### config.mk
export PLATFORM = sky130hd
export DESIGN_NAME = memory_arbiter
export DESIGN_NICKNAME = d
export VERILOG_FILES = /design/src/rtl/memory_arbiter.sv
export SDC_FILE = /design/constraint.sdc
export NUM_CORES = 1
export LEC_CHECK = 0
export BUFFER_PORTS_ARGS = -buffer_cell sky130_fd_sc_hd__buf_2
export CAP_MARGIN = 5
export CORE_AREA = 10 10 153 155
export CTS_BUF_LIST = sky130_fd_sc_hd__clkbuf_4 sky130_fd_sc_hd__clkbuf_8
export CTS_CLUSTER_SIZE = 8
export DETAILED_ROUTE_END_ITERATION = 8
export DIE_AREA = 0 0 163 165
export HOLD_SLACK_MARGIN = 0.06
export SLEW_MARGIN = 20
export SYNTH_ARGS = -nofsm -noshare
export SYNTH_HDL_FRONTEND = slang
export SYNTH_SLANG_ARGS = --single-unit
### constraint.sdc
create_clock -name in_clk -period 2.76 [get_ports in_clk]
set_clock_uncertainty 0.15 [all_clocks]
set_input_delay 0.138 -clock in_clk [delete_from_list [all_inputs] [get_ports in_clk]]
set_output_delay 0.138 -clock in_clk [all_outputs]
set_load 0.01 [all_outputs]
### src/rtl/memory_arbiter.sv
// rtl/memory_arbiter.sv - two-master arbiter for the shared single-port matrix memory
// Optional hold watchdog is built when ARB_WATCHDOG_EN is defined.
module memory_arbiter #(
  parameter int width           = 128,
  parameter int memory_size_log = 8,
  parameter int max_hold        = 1024
) (
  input  logic                       in_clk,
  input  logic                       in_reset,
  input  logic                       in_host_request,
  output logic                       out_host_grant,
  input  logic                       in_host_mem_write_en,
  input  logic                       in_host_mem_read_en,
  input  logic [memory_size_log-1:0] in_host_mem_address,
  input  logic [width-1:0]           in_host_mem_data,
  input  logic                       in_cop_request,
  output logic                       out_cop_grant,
  input  logic                       in_cop_mem_write_en,
  input  logic                       in_cop_mem_read_en,
  input  logic [memory_size_log-1:0] in_cop_mem_address,
  input  logic [width-1:0]           in_cop_mem_data,
  output logic                       out_mem_write_en,
  output logic                       out_mem_read_en,
  output logic [memory_size_log-1:0] out_mem_address,
  output logic [width-1:0]           out_mem_data,
  output logic                       out_timeout
);

  localparam logic [1:0] ST_IDLE = 2'd0;
  localparam logic [1:0] ST_HOST = 2'd1;
  localparam logic [1:0] ST_COP  = 2'd2;
  localparam logic [1:0] ST_TURN = 2'd3;

  logic [1:0] state, state_next;
  logic       last_cop, last_cop_next;  // 1: coprocessor was served most recently

  always_comb begin
    state_next    = state;
    last_cop_next = last_cop;
    case (state)
      ST_IDLE: begin
        if (in_host_request && in_cop_request) state_next = last_cop ? ST_HOST : ST_COP;
        else if (in_host_request)              state_next = ST_HOST;
        else if (in_cop_request)               state_next = ST_COP;
      end
      ST_HOST: begin
        if (!in_host_request) begin
          state_next    = ST_TURN;
          last_cop_next = 1'b0;
        end
      end
      ST_COP: begin
        if (!in_cop_request) begin
          state_next    = ST_TURN;
          last_cop_next = 1'b1;
        end
      end
      default: state_next = ST_IDLE;
    endcase
  end

  always_ff @(posedge in_clk or negedge in_reset) begin
    if (!in_reset) begin
      state    <= ST_IDLE;
      last_cop <= 1'b1;
    end else begin
      state    <= state_next;
      last_cop <= last_cop_next;
    end
  end

  assign out_host_grant = (state == ST_HOST);
  assign out_cop_grant  = (state == ST_COP);

  always_comb begin
    out_mem_write_en = 1'b0;
    out_mem_read_en  = 1'b0;
    out_mem_address  = '0;
    out_mem_data     = '0;
    if (state == ST_HOST) begin
      out_mem_write_en = in_host_mem_write_en;
      out_mem_read_en  = in_host_mem_read_en;
      out_mem_address  = in_host_mem_address;
      out_mem_data     = in_host_mem_data;
    end else if (state == ST_COP) begin
      out_mem_write_en = in_cop_mem_write_en;
      out_mem_read_en  = in_cop_mem_read_en;
      out_mem_address  = in_cop_mem_address;
      out_mem_data     = in_cop_mem_data;
    end
  end

`ifdef ARB_WATCHDOG_EN
  localparam int              cnt_width = $clog2(max_hold + 1);
  localparam logic [cnt_width-1:0] hold_limit = cnt_width'(max_hold);

  logic [cnt_width-1:0] hold_cnt;
  logic                 timeout;
  logic                 owning;
  logic                 other_request;
  logic                 granting;

  assign owning        = (state == ST_HOST) || (state == ST_COP);
  assign other_request = ((state == ST_HOST) && in_cop_request) ||
                         ((state == ST_COP) && in_host_request);
  assign granting      = (state == ST_IDLE) && ((state_next == ST_HOST) || (state_next == ST_COP));

  always_ff @(posedge in_clk or negedge in_reset) begin
    if (!in_reset) begin
      hold_cnt <= '0;
      timeout  <= 1'b0;
    end else begin
      if (granting)                           hold_cnt <= '0;
      else if (owning && hold_cnt != hold_limit) hold_cnt <= hold_cnt + 1'b1;
      if (owning && hold_cnt == hold_limit && other_request) timeout <= 1'b1;
    end
  end

  assign out_timeout = timeout;
`else
  assign out_timeout = 1'b0;
`endif

endmodule

==> key figures <==
Floorplanning
  • Initial Utilization: 0.112
  • Width of the chip: roughly 160 um
  • Cell Rows: 52
  • Placeable core region: 20200 um2
  • Number of top-level design ports: 421
  • Die Y-Extent: 165 um
  • Die Footprint: 26900 um2

Clock network
  • Cts bufs inserted: 3
  • Insertion delay to the later sink of the worst-skew pair: 0.21 ns
  • Post-cts resize count: 0
  • Deepest clock path buffer count: 2
  • CTS Root Cell: clkbuf_8
  • Clock tree from TritonCTS: done
  • Number of levels the H-tree was split into: 1
  • Clock-pin slew on the worst setup and hold paths: 0.03 ns
  • Number of buffers added to fix hold violations after cts: 1
  • Clock Sinks: 3
  • Post-CTS repair timing setup buffer count: 0

Synth
  • Share of the synthesized area in compound gates (AO/OA/AOI/OAI): 0.336
  • Synthesized Nets: 760
  • Share of synthesized cell area in full adder, half adder and majority cells: 0.0221
  • Cell types with the largest area share after synthesis: nand2_1 (45%), o21ai_1 (15%), o21ai_0 (15%)
  • Multiplexer share of the synthesized area: 0
  • Gate Count Post-Synth: 476
  • Post-synthesis register bit count: 3
  • Cell accounting for the most synthesized area: nand2_1
  • Basic-gate share of the synthesized area counting and, or, nand and nor cells: 0.459
  • Avg Inst Size Synth: 4.76 um2
  • Combinational family with the most area after synthesis: simple AND/OR/NAND/NOR gates
  • Number of library cell types mapped by synthesis: 21
  • Proportion of synthesized chip area in sequential cells: 0.0337
  • Area share of the largest cell type after synthesis: 0.449
  • Total standard cell area after synthesis: 2270 um2
  • Yosys warning count: 0
  • Fraction of synthesized cell area in xor and xnor cells: 0

Worst setup path
  • Start point of the critical path: state[0]$_DFFE_PN0P_
  • Startpoint of the most critical register-to-register path: state[0]$_DFFE_PN0P_
  • Minimum setup slack among reg-to-reg paths: 0.96 ns
  • WS Path Type: flip-flop to output port
  • Crit start category: flip-flop
  • Maximum fanout along the worst path: 31
  • Crit path capture type: output port
  • Arrival time reported for the critical path endpoint: 1.92 ns
  • Worst EP required: 2.47 ns

Drt
  • Antenna Nets Post-Route: 0
  • Average via count per standard cell: between 3 and 4
  • Via count: between 4000 and 5000
  • 1st-iter DRT viols: 276
  • Total length of routed wires: between 15000 and 20000 um
  • Detailed-router iteration count before antenna repair: 5
  • # DRC: 0
  • Avg WL per Cell: 15.4 um

STA
  • Endpoints failing setup: 0
  • Ratio of final minimum period to clock period: 0.799
  • Worst hold slack: about 0.11 ns
  • Final Slew Violations: 0
  • Number of failing hold endpoints at the final stage: 0
  • TNS Setup: 0 ns
  • Fmax: approximately 450 MHz
  • RSZ-0062 raised after global routing: no
  • Crit path time final: approximately 2.2 ns

Power
  • Combinational power share: 0.945
  • Worst IR drop on VDD: between 0.6 and 0.7 mV
  • Internal power: ~1.7 mW
  • Power per standard cell area: slightly above 900 nW/um2
  • Power share of the clock group: 0.032
  • Cell leakage power: 2.60 nW
  • Portion of total power attributed to sequential cells: 0.023
  • Net Sw Frac: 0.595
  • Net switching power of the design: ~2.5 mW

Global route
  • All-layer global routing usage: 0.113
  • First-pass GRT wire length: 24600 um
  • Number of antenna violations at the first check in global routing: 0
  • Via count of the first global-routing pass: 4458
  • Maximum number of pins on one net before global-route repair: 96
  • Residual overflow from global routing: 0

Place
  • Number of port buffers: 419
  • Final RePlAce weighted congestion: between 0.9 and 1
  • Total half-perimeter wirelength after legalization and detailed placement: 15500 um
  • DP Cell Count: 1135

Layout
  • Diodes inserted: 0
  • Post-layout net count: 1155
  • Final std cells w/o fill: 1140
  • Commonest non-fill, non-tap cells in the layout: buf_2 (419), nand2_1 (271), o21ai_1 (67)
  • Share of layout cells above drive strength 1: 0.510
  • Most frequent standard cell in the layout excluding fill and tap cells: buf_2
  • Area added between synthesis and finish: 105%

Job
  • Number of maximum-capacitance constraint violations: 0

Worst hold path
  • Worst Hold Class: primary input to asynchronous set/reset pin

Status
  • Run status: finished, final reports clean
per-stage QoR:
stage,area (um2),setup WS (ns),util,power (mW)
4_1_cts,4640,0.512,0.230,4.38
3_5_place_dp,4580,0.735,0.227,4.23
6_report,4640,0.554,0.230,4.27
2_1_floorplan,2270,1.08,-,2.54
3_3_place_gp,4580,0.749,0.227,4.22
5_1_grt,4640,0.336,0.230,4.75
sequential cells by signal (all words and copies together) (netlist names):
name / count
last_cop: 1
state: 2
cell type report:
| type | instances | area [um2] |
|---|---|---|
| Clock buffer | 4 | 48.8 |
| Multi-Input combinational cell | 424 | 1880 |
| Sequential cell | 3 | 76.3 |
| Tap cell | 270 | 338 |
| Inverter | 3 | 11.3 |
| Fill cell | 2315 | 15500 |
| Timing Repair Buffer | 436 | 2290 |
worst paths after layout:
check                                        to  depth (start not counted)
max reg2reg                state[1]$_DFFE_PN0P_                          7
min reg2reg                last_cop$_DFFE_PN1P_                          1
max                           out_mem_data[124]                          7
min                        state[0]$_DFFE_PN0P_                          2
max in group asynchronous  last_cop$_DFFE_PN1P_                          2
min in group in_clk        last_cop$_DFFE_PN1P_                          3
critical path: stages, from the launching register on:
cell     delay (ns)
dfrtp_1        0.43
inv_1          0.14
ha_4           0.35
buf_12         0.23
buf_4          0.19
nand2_1        0.06
o21ai_0        0.13
buf_2          0.16
cell usage after synthesis (all sizes together):
| cell type | instances |
|---|---|
| o31ai | 2 |
| dfstp | 1 |
| nand2 | 271 |
| ha | 4 |
| o21ai | 133 |
| conb | 1 |
| o311ai | 1 |
| a21oi | 1 |
| inv | 3 |
| buf | 40 |
| nor2b | 1 |
| a31oi | 1 |
| dfrtp | 2 |
| clkbuf | 6 |
| a22o | 5 |
| nand2b | 1 |
| o22a | 1 |
| nor2 | 2 |
power groups by stage:
| stage | registers, mW | clock network (mW) | logic [mW] |
|---|---|---|---|
| 5_1_grt | 0.102 | 0.145 | 4.50 |
| 6_report | 0.0986 | 0.135 | 4.04 |
| 3_3_place_gp | 0.0979 | 0 | 4.12 |
| 4_1_cts | 0.0987 | 0.138 | 4.15 |
| 2_1_floorplan | 0.0879 | 0 | 2.46 |
| 3_5_place_dp | 0.0993 | 0 | 4.13 |
kinds of logic after synthesis:
logic type      count (synthesis)
simple gates                  275
flops                           3
buf+inv                        49
fa+ha+maj                       4
compound gates                144
other cells                     1
per-layer routing:
metal	share of wire	up-vias	global-route usage
met3	0.12	10	0.0471
met5	0	-	0
met4	0.013	0	0.0242
met2	0.51	271	0.214
li1	-	2324	-
met1	0.36	1932	0.114
Power figures use the tool's default switching activity.
